### src/rtl/pipelined_rca_if.sv
// Handshake and data bundle for pipelined_rca: operand set in, result out.
// The slave modport is the adder's view; the master modport is the producer/consumer side.
interface pipelined_rca_if #(
  parameter int WIDTH = 32
);
  logic             in_valid;
  logic             in_ready;
  logic [WIDTH-1:0] in1;
  logic [WIDTH-1:0] in2;
  logic             cin;
  logic             sub;
  logic             out_valid;
  logic             out_ready;
  logic [WIDTH-1:0] sum;
  logic             cout;
  logic             ovf;

  modport master (
    output in_valid, in1, in2, cin, sub, out_ready,
    input  in_ready, out_valid, sum, cout, ovf
  );

  modport slave (
    input  in_valid, in1, in2, cin, sub, out_ready,
    output in_ready, out_valid, sum, cout, ovf
  );
endinterface

### src/rtl/pipelined_rca.sv
// Ripple-carry adder/subtractor split into STAGES chunks of WIDTH/STAGES bits,
// one chunk per pipeline stage, with a valid/ready handshake and global stall.
module pipelined_rca #(
  parameter int WIDTH  = 32,
  parameter int STAGES = 4
) (
  input  logic           clk,
  input  logic           rst_n,
  pipelined_rca_if.slave bus
);
  localparam int CHUNK = WIDTH / STAGES;

  if ((STAGES < 1) || (WIDTH % STAGES != 0)) begin : g_bad_cfg
    $error("pipelined_rca: WIDTH must be a positive multiple of STAGES");
  end

  logic adv;

  // Stage k adds bit slice [k*CHUNK +: CHUNK]. Only the operand bits above
  // that slice move on, and the partial sum grows by one chunk per stage.
  for (genvar k = 0; k < STAGES; k++) begin : stg
    localparam int LO  = k * CHUNK;
    localparam int REM = WIDTH - LO;

    logic [REM-1:0]      a_in;
    logic [REM-1:0]      b_in;
    logic                c_in;
    logic                v_in;
    logic [CHUNK:0]      cc;
    logic [CHUNK-1:0]    s_chunk;
    logic [LO+CHUNK-1:0] s_d;
    logic [LO+CHUNK-1:0] s_q;
    logic                v_q;
    logic                c_q;

    if (k == 0) begin : g_src
      assign a_in = bus.in1;
      assign b_in = bus.in2 ^ {WIDTH{bus.sub}};
      assign c_in = bus.cin ^ bus.sub;
      assign v_in = bus.in_valid;
      assign s_d  = s_chunk;
    end else begin : g_src
      assign a_in = stg[k-1].g_ops.a_q;
      assign b_in = stg[k-1].g_ops.b_q;
      assign c_in = stg[k-1].c_q;
      assign v_in = stg[k-1].v_q;
      assign s_d  = {s_chunk, stg[k-1].s_q};
    end

    assign cc[0] = c_in;
    for (genvar i = 0; i < CHUNK; i++) begin : g_bit
      assign s_chunk[i] = a_in[i] ^ b_in[i] ^ cc[i];
      assign cc[i+1]    = (a_in[i] & b_in[i]) | (cc[i] & (a_in[i] ^ b_in[i]));
    end

    always_ff @(posedge clk or negedge rst_n) begin
      if (!rst_n) begin
        v_q <= 1'b0;
        c_q <= 1'b0;
        s_q <= '0;
      end else if (adv) begin
        v_q <= v_in;
        c_q <= cc[CHUNK];
        s_q <= s_d;
      end
    end

    if (k < STAGES - 1) begin : g_ops
      logic [REM-CHUNK-1:0] a_q;
      logic [REM-CHUNK-1:0] b_q;

      always_ff @(posedge clk or negedge rst_n) begin
        if (!rst_n) begin
          a_q <= '0;
          b_q <= '0;
        end else if (adv) begin
          a_q <= a_in[REM-1:CHUNK];
          b_q <= b_in[REM-1:CHUNK];
        end
      end
    end else begin : g_last
      logic ovf_q;

      // Signed overflow: carry into the MSB differs from carry out of it.
      always_ff @(posedge clk or negedge rst_n) begin
        if (!rst_n) begin
          ovf_q <= 1'b0;
        end else if (adv) begin
          ovf_q <= cc[CHUNK] ^ cc[CHUNK-1];
        end
      end
    end
  end

  // Whole pipeline moves together; bubbles are kept, not squeezed out.
  assign adv           = ~stg[STAGES-1].v_q | bus.out_ready;
  assign bus.in_ready  = adv;
  assign bus.out_valid = stg[STAGES-1].v_q;
  assign bus.sum       = stg[STAGES-1].s_q;
  assign bus.cout      = stg[STAGES-1].c_q;
  assign bus.ovf       = stg[STAGES-1].g_last.ovf_q;
endmodule

### src/flat_wrapper.sv
// flat-port wrapper written by rule: the top's interface ports become plain ports
module pipelined_rca_flat 
#(
  parameter int WIDTH  = 32,
  parameter int STAGES = 4
)
  (clk, rst_n, bus_in_valid, bus_in1, bus_in2, bus_cin, bus_sub, bus_out_ready, bus_in_ready, bus_out_valid, bus_sum, bus_cout, bus_ovf);
  pipelined_rca_if #(.WIDTH(WIDTH)) bus_i ();
  input  logic clk;
  input  logic rst_n;
  input wire logic [$bits(bus_i.in_valid)-1:0] bus_in_valid;
  input wire logic [$bits(bus_i.in1)-1:0] bus_in1;
  input wire logic [$bits(bus_i.in2)-1:0] bus_in2;
  input wire logic [$bits(bus_i.cin)-1:0] bus_cin;
  input wire logic [$bits(bus_i.sub)-1:0] bus_sub;
  input wire logic [$bits(bus_i.out_ready)-1:0] bus_out_ready;
  output wire logic [$bits(bus_i.in_ready)-1:0] bus_in_ready;
  output wire logic [$bits(bus_i.out_valid)-1:0] bus_out_valid;
  output wire logic [$bits(bus_i.sum)-1:0] bus_sum;
  output wire logic [$bits(bus_i.cout)-1:0] bus_cout;
  output wire logic [$bits(bus_i.ovf)-1:0] bus_ovf;
  assign bus_i.in_valid = bus_in_valid;
  assign bus_i.in1 = bus_in1;
  assign bus_i.in2 = bus_in2;
  assign bus_i.cin = bus_cin;
  assign bus_i.sub = bus_sub;
  assign bus_i.out_ready = bus_out_ready;
  assign bus_in_ready = bus_i.in_ready;
  assign bus_out_valid = bus_i.out_valid;
  assign bus_sum = bus_i.sum;
  assign bus_cout = bus_i.cout;
  assign bus_ovf = bus_i.ovf;
  pipelined_rca #(.WIDTH(WIDTH), .STAGES(STAGES)) u_core (.clk(clk), .rst_n(rst_n), .bus(bus_i));
endmodule
### config.mk
export PLATFORM = sky130hd
export DESIGN_NAME = pipelined_rca_flat
export DESIGN_NICKNAME = d
export VERILOG_FILES = /design/src/rtl/pipelined_rca_if.sv /design/src/rtl/pipelined_rca.sv /design/src/flat_wrapper.sv
export SDC_FILE = /design/constraint.sdc
export NUM_CORES = 1
export LEC_CHECK = 0
export BUFFER_PORTS_ARGS = -buffer_cell sky130_fd_sc_hd__buf_2
export CELL_PAD_IN_SITES_DETAIL_PLACEMENT = 0
export CELL_PAD_IN_SITES_GLOBAL_PLACEMENT = 1
export CORE_UTILIZATION = 28
export DETAILED_ROUTE_END_ITERATION = 7
export MAX_ROUTING_LAYER = met4
export PLACE_DENSITY = 0.59
export SETUP_SLACK_MARGIN = 0.1
export SYNTH_ARGS = -nofsm -noshare
export SYNTH_HDL_FRONTEND = slang
export SYNTH_SLANG_ARGS = --single-unit
### constraint.sdc
create_clock -name clk -period 4.6 [get_ports clk]
set_input_delay 0.23 -clock clk [delete_from_list [all_inputs] [get_ports clk]]
set_output_delay 0.23 -clock clk [all_outputs]
set_load 0.1 [all_outputs]
==> flow_metrics.tcl, run 1 <==
set metrics [dict create \
    power_frac_seq_pct 34.2 \
    num_rows 63 \
    remaining_drc_errors 0 \
    synthCells 507 \
    dr_total_vias 4197 \
    syn2layout_area_growth_pct 18.89 \
    place.gp.congestion 0.7207 \
    n_fill_cell 2881 \
    antenna_found_initial 0 \
    grt_max_degree 103 \
    pwr_density_cell_mw_per_mm2 814.9 \
    ir_drop_mv 0.4541 \
    cp-end-kind "flop" \
    clk_latency_ns 0.42 \
    h-tree-depth 4 \
    cap_violations 0 \
    slew_violations 0 \
    rsz0062_at_grt "false" \
    clk_path_buf_depth 2 \
    start_util_pct 28.58 \
    ant_nets 0 \
    drt_pass1_iterations 4 \
    grt_pass1_wl_um 26100 \
    tightest_slew_ns 0.7033 \
    avgViaCountPerCell 4.119 \
    cts_tree "built" \
    wl_per_cell_um 15.03 \
    synth_area_mm2 0.008493 \
    coreArea_mm2 0.02972 \
    grt_util_all_layers_pct 11.02 \
    critPathLaunchType "flop" \
    max_freq_ghz 0.2358 \
    min_period_ns 4.241 \
    p_sw_w 0.003217 \
    p_comb_share_pct 45.9 \
    rrSetupSlack_ns 0.36 \
    relSlewSlack_pct 53.12 \
    dieArea_mm2 0.03103 \
    cts_root_buffer "clkbuf_16" \
    design_area_mm2 0.01010 \
    crit_fanout 2 \
    dp_hpwl_um 10100 \
    cts_num_sinks 185 \
    syn-num-nets 609 \
    n_antenna_cell 0 \
    nNetsFinal 719 \
    drive_above_1_share_pct 43.56 \
    gr-total-overflow 0 \
    ys_seq_elements 185 \
    routed_wl_um 15310 \
    power_frac_clock_pct 19.9 \
    synth_area_per_cell_um2 16.75 \
    total_power_w 0.008228 \
    clk_pin_slew_ns 0.07 \
    boundaryPins 106 \
    min_period_over_period_pct 92.20 \
    grt_pass1_vias 4802 \
    ys_warn_count 0 \
    drt-initial-drc-count 191 \
    hold_path.class "in -> reg" \
    die_y_um 176.2 \
    ys_types 16 \
    p_leak_nw 4.769 \
    critPathKind "reg -> reg" \
    fin_setup_tns_ns 0 \
    die_x_um 176.2 \
    setup_violations 0 \
    postCtsSetupRepairBufs 0 \
    cts_buffers 17 \
    p_int_w 0.005011 \
    critPathRequiredTime_ns 4.90 \
    status "complete, no violations" \
    fin_worst_skew_ns 0.01446 \
    io_buffers 105 \
    hold_viol_final 0 \
    dpl-instance-area_mm2 0.009380 \
    seq_area_frac_synth_pct 54.51 \
    swShare_pct 39.10 \
    cp.arrival_ns 4.54 \
]
==> per-layer routing <==
layer  part of all wire (%)  wire (um)  vias to the layer above  track usage, %
met4                   0.52         80                        0           2.717
met1                     50       7687                     2203           15.49
met3                    3.4        528                        5           2.756
li1                       -          -                     1915               -
met2                     46       7017                       74           15.78
met5                      0          0                        -               -
==> timing repair <==
action                                  4_1_cts  5_1_grt
hold buffers                                  6        0
hold endpoints to repair                     88        0
gates resized for setup                       0        1
endpoints found under the setup margin        0        1
==> final timing paths <==
kind                                        startpoint  cells after the start                     endpoint
max in group asynchronous                        rst_n                      3   u_core.stg[2].g_ops.b_q[1]
hold / removal                             bus_in1[20]                      2  u_core.stg[0].g_ops.a_q[12]
hold reg to reg            u_core.stg[0].g_ops.b_q[20]                      1  u_core.stg[0].g_ops.b_q[20]
min in group asynchronous                        rst_n                      2           u_core.bus.sum[11]
setup reg to reg            u_core.stg[2].g_ops.b_q[0]                     13               u_core.bus.ovf
setup / recovery            u_core.stg[2].g_ops.b_q[0]                     13               u_core.bus.ovf
==> area by class of cell <==
| type | instances | area, um^2 | area share, % |
|---|---|---|---|
| clock buffer | 19 | 442.9 | 4.387 |
| clock inverter | 12 | 211.5 | 2.094 |
| inverter | 30 | 112.6 | 1.115 |
| multi-input combinational | 265 | 3528 | 34.94 |
| sequential | 185 | 4629 | 45.85 |
| tap | 390 | 488.0 | 4.833 |
| timing repair buffer | 118 | 684.4 | 6.778 |
==> critical path, cell delays in order, from the launching register on <==
cell	delay [ns]
dfrtp_1	0.38
inv_1	0.08
fa_1	0.16
inv_1	0.06
fa_1	0.45
fa_1	0.46
fa_1	0.48
fa_2	0.44
fa_1	0.47
fa_1	0.48
inv_1	0.10
fa_1	0.22
xnor2_1	0.09
mux2_4	0.25
==> state kept, by name, indices dropped and copies added (netlist names) <==
register / count
u_core.bus.cout: 1
u_core.bus.out_valid: 1
u_core.bus.ovf: 1
u_core.bus.sum: 32
u_core.stg.c_q: 3
u_core.stg.g_ops.a_q: 48
u_core.stg.g_ops.b_q: 48
u_core.stg.s_q: 48
u_core.stg.v_q: 3
==> synth_stat cells <==
| cell type | n | area, um^2 |
|---|---|---|
| inv_1 | 30 | 112.6 |
| mux2_2 | 1 | 11.26 |
| buf_2 | 9 | 45.04 |
| nor3b_1 | 13 | 97.59 |
| mux2i_1 | 4 | 40.04 |
| a21oi_2 | 9 | 78.83 |
| a21oi_1 | 4 | 20.02 |
| mux2_1 | 46 | 518.0 |
| mux2_4 | 120 | 1802 |
| fa_1 | 32 | 640.6 |
| clkbuf_1 | 2 | 7.510 |
| dfrtp_1 | 185 | 4629 |
| xnor2_1 | 10 | 87.58 |
| nand2b_1 | 2 | 12.51 |
| xor2_1 | 24 | 210.2 |
| buf_6 | 16 | 180.2 |
==> kinds of logic (layout without fill, tap and decap cells) <==
logic type | after synthesis | in the layout | synth area share, %
flip-flops | 185 | 185 | 54.51
multiplexers | 171 | 171 | 27.92
buffers and inverters | 57 | 179 | 4.066
XOR/XNOR | 34 | 34 | 3.506
adder cells (fa/ha/maj) | 32 | 32 | 7.543
AND/OR/NAND/NOR | 15 | 15 | 1.296
AO/OA/AOI/OAI | 13 | 13 | 1.164
==> through the flow <==
| stage | worst slack [ns] | hold slack, ns | util (%) | std cells |
|---|---|---|---|---|
| 6_report | 0.3589 | 0.02611 | 33.98 | 1019 |
| 2_1_floorplan | 0.5103 | -0.06559 | - | 507 |
| 4_1_cts | 0.2447 | 0.0006101 | 33.97 | 1019 |
| 3_5_place_dp | 0.2921 | 0.3192 | 31.56 | 982 |
| 3_3_place_gp | 0.3547 | 0.3166 | 31.56 | 982 |
| 5_1_grt | 0.1312 | 0.006187 | 33.98 | 1019 |
==> placed cells by master (no fill, tap or decap) <==
| master | netlist | layout |
|---|---|---|
| a21oi_1 | 4 | 4 |
| a21oi_2 | 9 | 9 |
| buf_12 | 0 | 3 |
| buf_2 | 9 | 104 |
| buf_4 | 0 | 4 |
| bufinv_16 | 0 | 5 |
| clkbuf_1 | 2 | 1 |
| clkbuf_16 | 0 | 17 |
| clkbuf_8 | 0 | 2 |
| clkinv_4 | 0 | 1 |
| clkinvlp_4 | 0 | 2 |
| dfrtp_1 | 185 | 185 |
| dlygate4sd3_1 | 0 | 6 |
| fa_1 | 32 | 31 |
| fa_2 | 0 | 1 |
| inv_1 | 30 | 30 |
| inv_6 | 0 | 3 |
| inv_8 | 0 | 1 |
| mux2_1 | 46 | 46 |
| mux2_2 | 1 | 1 |
| mux2_4 | 120 | 120 |
| mux2i_1 | 4 | 4 |
| nand2b_1 | 2 | 1 |
| nand2b_4 | 0 | 1 |
| nor3b_1 | 13 | 13 |
| xnor2_1 | 10 | 10 |
| xor2_1 | 24 | 24 |
==> power groups by stage <==
stage	clock network, W	registers [W]	logic [W]
2_1_floorplan	0	0.00386	0.00210
3_3_place_gp	0	0.00282	0.00378
3_5_place_dp	0	0.00285	0.00379
4_1_cts	0.00170	0.00283	0.00383
5_1_grt	0.00176	0.00291	0.00407
6_report	0.00164	0.00281	0.00378
No activity file was read; power rests on OpenSTA's default activity.
==> inputs of run 2 (changes only) <==
==> constraint.sdc (replaced) <==
create_clock -name clk -period 4.6 [get_ports clk]
set_input_delay 0 -clock clk [delete_from_list [all_inputs] [get_ports clk]]
set_output_delay 0 -clock clk [all_outputs]
set_load 0.1 [all_outputs]
==> flow_metrics.tcl, run 2 (synthesis gave the netlist of run 1 again) <==
set metrics [dict create \
    cp-end-kind "flop" \
    grt_pass1_wl_um 26060 \
    gr-total-overflow 0 \
    max_freq_ghz 0.2353 \
    path_common_cell "fa_1" \
    p_leak_nw 4.912 \
    wl_per_cell_um 14.64 \
    start_util_pct 28.58 \
    relSlewSlack_pct 45.31 \
    dieArea_mm2 0.03103 \
    grt_pass1_vias 4917 \
    reg_top3 "u_core.stg.g_ops.a_q (48), u_core.stg.g_ops.b_q (48), u_core.stg.s_q (48)" \
    critPathRequiredTime_ns 4.92 \
    final_common_cell "dfrtp_1" \
    clk_path_buf_depth 2 \
    fin_worst_skew_ns 0.01238 \
    rsz0062_at_grt "false" \
    cts_buffers 17 \
    ff_latch_area_mm2 0.004629 \
    die_y_um 176.2 \
    dr_total_vias 4405 \
    cts_tree "built" \
    avgViaCountPerCell 4.144 \
    status "complete, no violations" \
    cts_num_sinks 185 \
    min_period_ns 4.250 \
    syn2layout_area_growth_pct 23.03 \
    critPathLaunchType "flop" \
    nNetsFinal 763 \
    slew_violations 0 \
    final_cell_mix "dfrtp_1, mux2_4, buf_2, dlygate4sd3_1, mux2_1" \
    place.gp.congestion 0.7278 \
    critPathKind "reg -> reg" \
    dp_hpwl_um 9963 \
    setup_violations 0 \
    io_buffers 105 \
    design_area_mm2 0.01045 \
    n_fill_cell 2873 \
    pwr_density_cell_mw_per_mm2 771.1 \
    clk_latency_ns 0.44 \
    h-tree-depth 4 \
    path_cells "inv_1, fa_1, inv_1, fa_1, fa_1, fa_1, fa_2, fa_1, fa_1, inv_1, fa_1, xnor2_1, mux2_4" \
    cp.arrival_ns 4.57 \
    ir_drop_mv 0.3809 \
    min_period_over_period_pct 92.40 \
    antenna_found_initial 0 \
    grt_util_all_layers_pct 11.22 \
    cpLargestDelayFamily "adder cells" \
    total_power_w 0.008057 \
    num_rows 63 \
    cp_slowest_stage_delay_ns 0.48 \
    hold_viol_final 0 \
    drive_above_1_share_pct 40.56 \
    drt_pass1_iterations 6 \
    grt_max_degree 95 \
    hold_path.class "in -> reg" \
    fin_setup_tns_ns 0 \
    boundaryPins 106 \
    cap_violations 0 \
    slowest_stage "fa_1" \
    multiInputGateArea_mm2 0.003528 \
    drt-initial-drc-count 209 \
    remaining_drc_errors 0 \
    n_antenna_cell 0 \
    clk_pin_slew_ns 0.08 \
    ant_nets 0 \
    coreArea_mm2 0.02972 \
    critPathBufInv 3 \
    tightest_slew_ns 0.8203 \
    cts_root_buffer "clkbuf_16" \
    die_x_um 176.2 \
    crit_fanout 2 \
    setup_ws_ns 0.3498 \
    place_ws_ns 0.2672 \
    dpl-instance-area_mm2 0.009365 \
    routed_wl_um 15560 \
]
==> run 2: cell count changes in the layout (fill, tap and decap cells not counted) <==
cell / before / now
clkinv_2: 0 / 3
clkbuf_1: 1 / 0
dlygate4sd3_1: 6 / 52
buf_4: 4 / 2
clkinv_4: 1 / 4
inv_8: 1 / 0
bufinv_16: 5 / 1
==> run 2: metal layers <==
layer | share of wire, % | track usage (%) | vias up
met2 | 46 | 16.35 | 83
li1 | - | - | 2002
met1 | 49 | 15.07 | 2308
met3 | 3.8 | 3.122 | 12
met4 | 1.3 | 3.478 | 0
met5 | 0 | - | -
==> run 2: repair_timing <==
| item | CTS | global route |
|---|---|---|
| endpoints found under the setup margin | 0 | 1 |
| buffers inserted | 0 | 0 |
| gates resized for setup | 0 | 1 |
| endpoints found under the hold margin | 142 | 0 |
| hold buffers | 52 | 0 |
==> run 2: per-stage QoR <==
step                hold WS (ns)  std cells  util (%)
floorplan                -0.2956        507         -
global placement          0.1070        980     31.51
detailed placement        0.1179        980     31.51
CTS                     0.009235       1063     35.15
global route             0.03209       1063     35.16
finish                   0.02652       1063     35.16
==> run 2: worst register-to-register path: cells and delay by family, from the launching register on <==
family | cells | cell delay [ns]
XOR/XNOR | 1 | 0.08
adder cells (fa/ha/maj) | 8 | 3.17
flip-flops | 1 | 0.39
multiplexers | 1 | 0.25
buffers and inverters | 3 | 0.24
==> run 2: layout make-up <==
type                       instances  share of cell area (%)
timing repair buffer             162                   10.81
tap                              390                   4.670
clock inverter                    13                   1.162
multi-input combinational        265                   33.77
clock buffer                      18                   4.203
inverter                          30                   1.078
sequential                       185                   44.31
==> run 2: power by group <==
part           internal [W]  switching (W)
logic               0.00168        0.00214
registers           0.00237       0.000437
clock network      0.000762       0.000663
==> run 2: path summary, 6_finish.rpt <==
| path | from | depth (start not counted) | slack (ns) | end |
|---|---|---|---|---|
| max in group asynchronous | rst_n | 3 | 3.46 | u_core.stg[0].g_ops.b_q[4] |
| min in group asynchronous | rst_n | 2 | 0.16 | u_core.bus.sum[11] |
| max | u_core.stg[2].g_ops.b_q[0] | 13 | 0.35 | u_core.bus.ovf |
| min | bus_in1[2] | 4 | 0.03 | u_core.stg[0].s_q[2] |
| min reg2reg | u_core.stg[2].v_q | 1 | 0.47 | u_core.bus.out_valid |
| max reg2reg | u_core.stg[2].g_ops.b_q[0] | 13 | 0.35 | u_core.bus.ovf |
